## config.mk

```make
export PLATFORM = sky130hd
export DESIGN_NAME = axi_rd_master
export DESIGN_NICKNAME = d
export VERILOG_FILES = /design/src/rtl/axi_rd_master.sv
export SDC_FILE = /design/constraint.sdc
export NUM_CORES = 1
export LEC_CHECK = 0
export CORE_MARGIN = 8
export CORE_UTILIZATION = 36
export DETAILED_ROUTE_END_ITERATION = 7
export PLACE_DENSITY = 0.88
export SETUP_SLACK_MARGIN = 0.2
export SYNTH_ARGS = -nofsm -noshare
export SYNTH_HDL_FRONTEND = slang
export SYNTH_SLANG_ARGS = --single-unit
```

## constraint.sdc

```tcl
create_clock -name ACLK -period 2.3 [get_ports ACLK]
set_input_delay 0.46 -clock ACLK [delete_from_list [all_inputs] [get_ports ACLK]]
set_output_delay 0.46 -clock ACLK [all_outputs]
set_load 0.02 [all_outputs]
```

## src/rtl/axi_rd_master.sv

```systemverilog
// AXI4 read-only master: turns one CPU read request into one INCR burst and streams beats back.
// Optional watchdog: define AXI_RD_TIMEOUT_EN to abort stalled bursts after TIMEOUT_CYC cycles.

`ifndef AXI_ID_BITS
`define AXI_ID_BITS 4
`endif

module axi_rd_master #(
    parameter logic [`AXI_ID_BITS-1:0] MID         = '0,
    parameter int unsigned             TIMEOUT_CYC = 1023
) (
    input  logic                    ACLK,
    input  logic                    ARESETn,
    // CPU request side
    input  logic                    req_valid,
    output logic                    req_ready,
    input  logic [31:0]             req_addr,
    input  logic [2:0]              req_size,
    input  logic [3:0]              req_len,
    output logic                    dat_valid,
    input  logic                    dat_ready,
    output logic [31:0]             dat_data,
    output logic                    dat_last,
    output logic                    done,
    output logic [1:0]              status,
    // AXI AR channel
    output logic [`AXI_ID_BITS-1:0] ARID,
    output logic [31:0]             ARADDR,
    output logic [3:0]              ARLEN,
    output logic [2:0]              ARSIZE,
    output logic [1:0]              ARBURST,
    output logic                    ARVALID,
    input  logic                    ARREADY,
    // AXI R channel
    input  logic [`AXI_ID_BITS-1:0] RID,
    input  logic [31:0]             RDATA,
    input  logic [1:0]              RRESP,
    input  logic                    RLAST,
    input  logic                    RVALID,
    output logic                    RREADY
);

    localparam logic [1:0] RespOkay   = 2'b00;
    localparam logic [1:0] RespProto  = 2'b01;
    localparam logic [1:0] RespSlvErr = 2'b10;
    localparam logic [1:0] RespDecErr = 2'b11;
    localparam logic [1:0] BurstIncr  = 2'b01;

    if (TIMEOUT_CYC < 1 || TIMEOUT_CYC > 1024) begin : g_bad_timeout
        $error("TIMEOUT_CYC must lie in 1..1024");
    end

    typedef enum logic [1:0] {StIdle, StAddr, StData, StResp} state_e;

    state_e                  state_q;
    logic                    arvalid_q;
    logic [`AXI_ID_BITS-1:0] arid_q;
    logic [31:0]             araddr_q;
    logic [3:0]              arlen_q;
    logic [2:0]              arsize_q;
    logic [1:0]              arburst_q;
    logic [3:0]              beat_cnt_q;
    logic [1:0]              resp_q;
    logic                    proto_q;
    logic                    done_q;
    logic [1:0]              status_q;

    logic       in_data;
    logic       ar_hs;
    logic       r_beat;
    logic       at_len;
    logic       beat_proto;
    logic       proto_next;
    logic       last_beat;
    logic [1:0] resp_merged;
    logic       wdog_fire;

    assign in_data = (state_q == StData);
    assign ar_hs   = (state_q == StAddr) && ARREADY;
    assign r_beat  = in_data && RVALID && dat_ready;
    assign at_len  = (beat_cnt_q == arlen_q);

    // Wrong ID, or RLAST disagreeing with the beat count, is a protocol error.
    assign beat_proto = (RID != MID) || (RLAST != at_len);
    assign proto_next = proto_q || beat_proto;
    // Leave on RLAST, or after len+1 beats even if the slave never signals RLAST.
    assign last_beat  = r_beat && (RLAST || at_len);

    always_comb begin
        resp_merged = RespOkay;
        if (resp_q == RespDecErr || RRESP == RespDecErr) begin
            resp_merged = RespDecErr;
        end else if (resp_q == RespSlvErr || RRESP == RespSlvErr) begin
            resp_merged = RespSlvErr;
        end
    end

`ifdef AXI_RD_TIMEOUT_EN
    localparam logic [9:0] WdogLim = 10'(TIMEOUT_CYC - 1);

    logic [9:0] wdog_q;
    logic       waiting;

    assign waiting   = (state_q == StAddr) || in_data;
    assign wdog_fire = waiting && !ar_hs && !r_beat && (wdog_q == WdogLim);

    always_ff @(posedge ACLK or negedge ARESETn) begin
        if (!ARESETn) begin
            wdog_q <= '0;
        end else if (waiting && !ar_hs && !r_beat) begin
            wdog_q <= wdog_q + 10'd1;
        end else begin
            wdog_q <= '0;
        end
    end
`else
    assign wdog_fire = 1'b0;
`endif

    always_ff @(posedge ACLK or negedge ARESETn) begin
        if (!ARESETn) begin
            state_q    <= StIdle;
            arvalid_q  <= 1'b0;
            arid_q     <= '0;
            araddr_q   <= '0;
            arlen_q    <= '0;
            arsize_q   <= '0;
            arburst_q  <= '0;
            beat_cnt_q <= '0;
            resp_q     <= RespOkay;
            proto_q    <= 1'b0;
            done_q     <= 1'b0;
            status_q   <= RespOkay;
        end else begin
            done_q <= 1'b0;
            unique case (state_q)
                StIdle: begin
                    if (req_valid) begin
                        arid_q     <= MID;
                        araddr_q   <= req_addr;
                        arlen_q    <= req_len;
                        arsize_q   <= req_size;
                        arburst_q  <= BurstIncr;
                        arvalid_q  <= 1'b1;
                        beat_cnt_q <= '0;
                        resp_q     <= RespOkay;
                        proto_q    <= 1'b0;
                        state_q    <= StAddr;
                    end
                end
                StAddr: begin
                    if (ar_hs) begin
                        arvalid_q <= 1'b0;
                        state_q   <= StData;
                    end else if (wdog_fire) begin
                        arvalid_q <= 1'b0;
                        status_q  <= RespDecErr;
                        done_q    <= 1'b1;
                        state_q   <= StResp;
                    end
                end
                StData: begin
                    if (r_beat) begin
                        beat_cnt_q <= beat_cnt_q + 4'd1;
                        resp_q     <= resp_merged;
                        proto_q    <= proto_next;
                        if (last_beat) begin
                            status_q <= proto_next ? RespProto : resp_merged;
                            done_q   <= 1'b1;
                            state_q  <= StResp;
                        end
                    end else if (wdog_fire) begin
                        status_q <= RespDecErr;
                        done_q   <= 1'b1;
                        state_q  <= StResp;
                    end
                end
                StResp: begin
                    state_q <= StIdle;
                end
                default: begin
                    state_q <= StIdle;
                end
            endcase
        end
    end

    assign req_ready = (state_q == StIdle);
    assign done      = done_q;
    assign status    = status_q;

    assign ARID    = arid_q;
    assign ARADDR  = araddr_q;
    assign ARLEN   = arlen_q;
    assign ARSIZE  = arsize_q;
    assign ARBURST = arburst_q;
    assign ARVALID = arvalid_q;

    // R channel is a zero-latency pass-through to the CPU while a burst is in flight.
    assign RREADY    = in_data && dat_ready;
    assign dat_valid = in_data && RVALID;
    assign dat_data  = in_data ? RDATA : 32'h0;
    assign dat_last  = in_data && RLAST;

endmodule
```

* Word level (Yosys, flattened, before mapping)
Cells that the tools add are included.
Operators by class: add/subtract/negate cells 1, eq/ne operators 13, multiplexer cells 24, reductions and logical operators 20
Operator list (number):
- two-way mux 32 bit | 1
- two-way mux 2 bit | 9
- equality test 2 bit, second input constant | 6
- AND reduction 3 bit | 3
- two-way mux 4 bit | 2
- case mux 2 bit (4 select lines) | 1
- case mux 4 bit (2 select lines) | 1
- two-way mux 1 bit | 7
- logical AND 1 bit | 6
- logical OR 1 bit | 5
- adder 4 x 1 -> 4 bit, second input constant | 1
- equality test 4 bit | 1
- != test 2 x 1 -> 1 bit, second input constant | 2
- != test 2 bit, second input constant | 2
- case mux 1 bit (2 select lines) | 2
- case mux 2 bit (2 select lines) | 1
- AND reduction 4 bit | 1
- nonzero test 2 bit | 2
- nonzero test 4 bit | 1
- equality test 2 x 1 -> 1 bit, second input constant | 1
- logical NOT 2 bit | 1
- AND reduction 2 bit | 1
- != test 1 bit | 1
Word-level totals: register bits after elaboration 53, output and inout port bits 85

* Depth between registers and ports, before layout
depth in word-level cells 7, gate-level depth with buffers 6

* Worst setup path before layout
No wires, ideal clock.
path kind reg-to-reg, from register arlen_q[2], in the netlist ARLEN[2], to register state_q[1], data arrival time 1.682 ns, setup slack 0.490 ns, stages on the path, launching flop included 7, clock period less this slack 1.810 ns, cell sequence dfrtp_1 > xnor2_1 > nand4_1 > ha_1 > nand4b_4 > a211oi_2 > mux2_1
Between the ends: longest elaborated chain between the ends 5
RTL lines:
- start, declared | RTL line 59 | logic [3:0] arlen_q;
- start signal, assigned | RTL line 141 | arlen_q <= req_len;
- equality test 4 bit | RTL line 81 | assign at_len = (beat_cnt_q == arlen_q);
- logical OR 1 bit | RTL line 87 | assign last_beat = r_beat && (RLAST || at_len);
- logical AND 1 bit | RTL line 87
- != test 2 x 1 -> 1 bit (no source line)
- AND reduction 4 bit (no source line)
- end signal, assigned | RTL line 122 | state_q <= StIdle;
- end signal, assigned | RTL line 148 | state_q <= StAddr;
- end signal, assigned | RTL line 154 | state_q <= StData;
- end, declared | RTL line 55 | state_e state_q;
Every way passes these cells. A chain may end at the register's enable or synchronous reset.

* Worst setup path in the final report
from register state_q[0], to output dat_data[23]
Between the ends: longest elaborated chain between the ends 2
RTL lines:
- equality test 2 bit | RTL line 78 | assign in_data = (state_q == StData);
- two-way mux 32 bit | RTL line 202 | assign dat_data = in_data ? RDATA : 32'h0;
- end, declared | RTL line 22 | output logic [31:0] dat_data,
Every way passes these cells.

==> results.md <==
* Fmax at 499 MHz
* Switching part of the total at 39.3%
* CP Cell Sequence: inv_1, ha_2, bufbuf_16, and2_1, buf_2
* Cell count after synthesis at 200
* Clk root buf: clkbuf_8
* Post-Syn Area at 0.00251 sq mm
* Fin. Hold Viols at 0
* Residual DRC at 0
* Critical path buffer and inverter count at 3
* Reg clk slew, reported paths at 90 ps
* R2R depth at 6
* Clock tree buffer depth at 2
* Post-synthesis compound-gate area fraction at 5.94%
* I/O Buffers at 163
* Antenna Violating Nets Remaining at 0
* CP top delay family: buffers and inverters
* GPL Wtd Cong at 0.824
* Arrival time at the worst endpoint at 1550 ps
* Core footprint at 0.00676 sq mm
* Startpoint Class: flop
* RSZ-0062 raised after global routing: no
* CP Depth at 5
* Flops & latches, synth at 53
* DP Wirelength at 6230 microns
* Final Cycle Share at 87.2%
* DR vias at 2127
* Yosys cell types at 34
* Grt total ovfl at 0
* Top cell type's share of synthesized area at 52.9%
* Status: completed
* H-Tree Depth at 2
* Worst hold path class: in -> async
* All-layer global routing usage at 15.4%
* Sequential Power Share at 30.1%
* Final worst-path setup slack at 294 ps
* Commonest non-fill, non-tap cell in the layout: clkdlybuf4s50_1
* Pwr Density at 1280 mW/mm^2
* Post-Synth Simple-Gate Area at 12.9%
* Count of pins over their slew limit at 0
* Pint at 3.28 mW
* I/O Pins at 169
* Minimum clock period at 2010 ps
* Comb pwr share at 60.3%
* Nets@finish at 459
* Clock Power Share at 9.5%
* Mux cell area share after synthesis at 19.6%
* WL/cell at 17.2 microns
* Die ar. at 0.00989 sq mm
* Synth area leaders: dfrtp_1 (53%), mux2_2 (18%), and2_1 (8.7%), ha_1 (2.5%), buf_4 (1.5%)
* Max_cap viols at 0
* Worst slew margin at 62.1%
* CP max-delay cell: dfrtp_1
* ANT cells at 0
* Hold Buf Count CTS at 0
* Vias per inst at 4.72
* Max stage delay on crit path at 380 ps
* Leak pwr at 1.91 nW
* DRT Pass-1 Iters at 4
* Critical path class: reg -> out
* Synth Area in Adders at 2.50%
* CTS Buf Count at 5
* Die width at 99.5 microns
* First-pass GRT wire length at 12200 microns
* Yosys top cell by area: dfrtp_1
* Ratio of cells with drive above 1 in the final layout at 26.4%
* Row count at 30
* Clock Skew at 5.12 ps
* Pre-CTS WS at 150 ps
* Xor and xnor area share after synthesis at 1.40%
* Routed Wire Length at 7760 microns
* Initial Util at 37.1%
* Most frequent cells in the layout: clkdlybuf4s50_1 (126), dfrtp_1 (53), mux2_2 (40)
* Mean Syn Cell Area at 12.5 sq um
* Critical path endpoint category: primary output
* Initial antenna violation count at 0
* Vias in the first global route at 2446
* Worst Path Required at 1840 ps
* 1st-iter DRT viols at 58
* YS warnings at 0
* Sw power at 2.13 mW
* Clock Sinks at 53
* Worst-Margin Slew at 569 ps
* Pin count of the biggest net entering global routing at 35
* Syn-to-layout area delta at 68.3%
* Endpoints failing setup at 0
* Clk_lat worst skew at 300 ps
* Peak VDD IR at 0.704 mV
* Sequential area share after synthesis at 52.9%
* Crit Path Max Fanout at 20
* Largest family of logic cells by synthesized area: multiplexers
* Final TNS setup at 0 ps
* DIE HEIGHT at 99.5 microns
* CTS tree: built
-- worst register-to-register path, delay by kind of cell, from the launching register on --
family	cells	cell delay [ps]
AOI/OAI and AO/OA	1	280
xor gates and xnor gates	1	210
adders and majority gates	1	210
DFF	1	440
muxes	1	340
and+or+nand+nor	2	360
-- routing by layer --
| layer | global-route usage (%) | vias to the layer above | wire (microns) |
|---|---|---|---|
| met5 | 0 | - | 0 |
| met4 | 3.61 | 0 | 83 |
| met3 | 7.68 | 8 | 855 |
| met2 | 28.4 | 109 | 3920 |
| met1 | 15.0 | 1006 | 2900 |
| li1 | - | 1004 | - |
-- logic make-up after synthesis --
logic type                 after synthesis
and+or+nand+nor                         52
xor gates and xnor gates                 4
AOI/OAI and AO/OA                       19
adders and majority gates                5
buffers and inverters                   22
DFF                                     53
muxes                                   44
other                                    1
-- path summary, 6_finish.rpt --
check / start / endpoint / slack [ps]
worst max-delay path: state_q[0]$_DFFE_PN0P_ / dat_data[23] / 290
worst min-delay path: ARESETn / ARADDR[5]$_DFFE_PN0P_ / 140
worst max register to register: beat_cnt_q[0]$_DFFE_PN0P_ / state_q[1]$_DFFE_PN0P_ / 350
worst min register to register: ARBURST[0]$_DFFE_PN0P_ / ARBURST[0]$_DFFE_PN0P_ / 490
max in group asynchronous: ARESETn / ARVALID$_DFFE_PN0P_ / 1590
min in group ACLK: ARBURST[0]$_DFFE_PN0P_ / ARBURST[0]$_DFFE_PN0P_ / 490
-- registers in the layout (all words and copies together), names as in the netlist --
register	cells
ARADDR	32
ARBURST	1
ARLEN	4
ARSIZE	3
ARVALID	1
beat_cnt_q	4
done	1
proto_q	1
resp_q	2
state_q	2
status	2
-- what timing repair did --
| action | CTS | global route |
|---|---|---|
| setup endpoints to repair | 36 | 33 |
| resized for setup | 94 | 34 |
| setup buffers | 2 | 0 |
| gates cloned | 1 | 0 |
-- power groups by stage --
| stage | combinational [mW] | sequential, mW | clock (mW) |
|---|---|---|---|
| 6_report | 3.26 | 1.63 | 0.515 |
| 3_3_place_gp | 3.30 | 1.62 | 0 |
| 3_5_place_dp | 3.37 | 1.66 | 0 |
| 2_1_floorplan | 1.31 | 2.09 | 0 |
| 4_1_cts | 3.42 | 1.63 | 0.543 |
| 5_1_grt | 3.48 | 1.70 | 0.570 |
-- synthesized netlist by cell type --
master and number:
ha_1 5, buf_2 5, a22oi_1 1, o32a_1 1
mux2i_1 3, nand4_1 1, nand4b_4 1, nand2_2 1
clkbuf_1 4, buf_4 5, mux2_1 1, o22a_1 1
mux2_2 40, nand3_1 2, dfrtp_1 53, a211oi_1 3
nand2b_1 2, o21bai_1 2, a211oi_2 1, a21o_1 3
nand2_1 3, nor2b_1 2, conb_1 1, a31oi_1 1
buf_6 1, and2_1 35, o21ai_0 2, a22o_1 3
inv_1 7, nor2_1 3, o31ai_1 1, nor3_1 1
nor4_1 1, xnor2_1 4
-- per-stage QoR --
step | utilization, % | cell area [sq um] | power, mW | std cells | hold WS, ps
final | 62.5 | 4220 | 5.41 | 451 | 139
after global routing | 62.5 | 4220 | 5.75 | 451 | 172
after CTS | 65.2 | 4410 | 5.59 | 451 | 149
after detailed placement | 63.0 | 4260 | 5.03 | 440 | 459
after global placement | 63.0 | 4260 | 4.93 | 440 | 453
after floorplan | - | 2520 | 3.40 | 204 | 164
-- cell type report --
class                           count  area (sq um)
Clock buffer                        6          72.6
Tap cell                           80           100
Clock inverter                      2          13.8
Multi-Input combinational cell    129          1080
Fill cell                         557          2540
Timing Repair Buffer              174          1600
Sequential cell                    53          1330
Inverter                            7          26.3
Power figures use the tool's default switching activity.
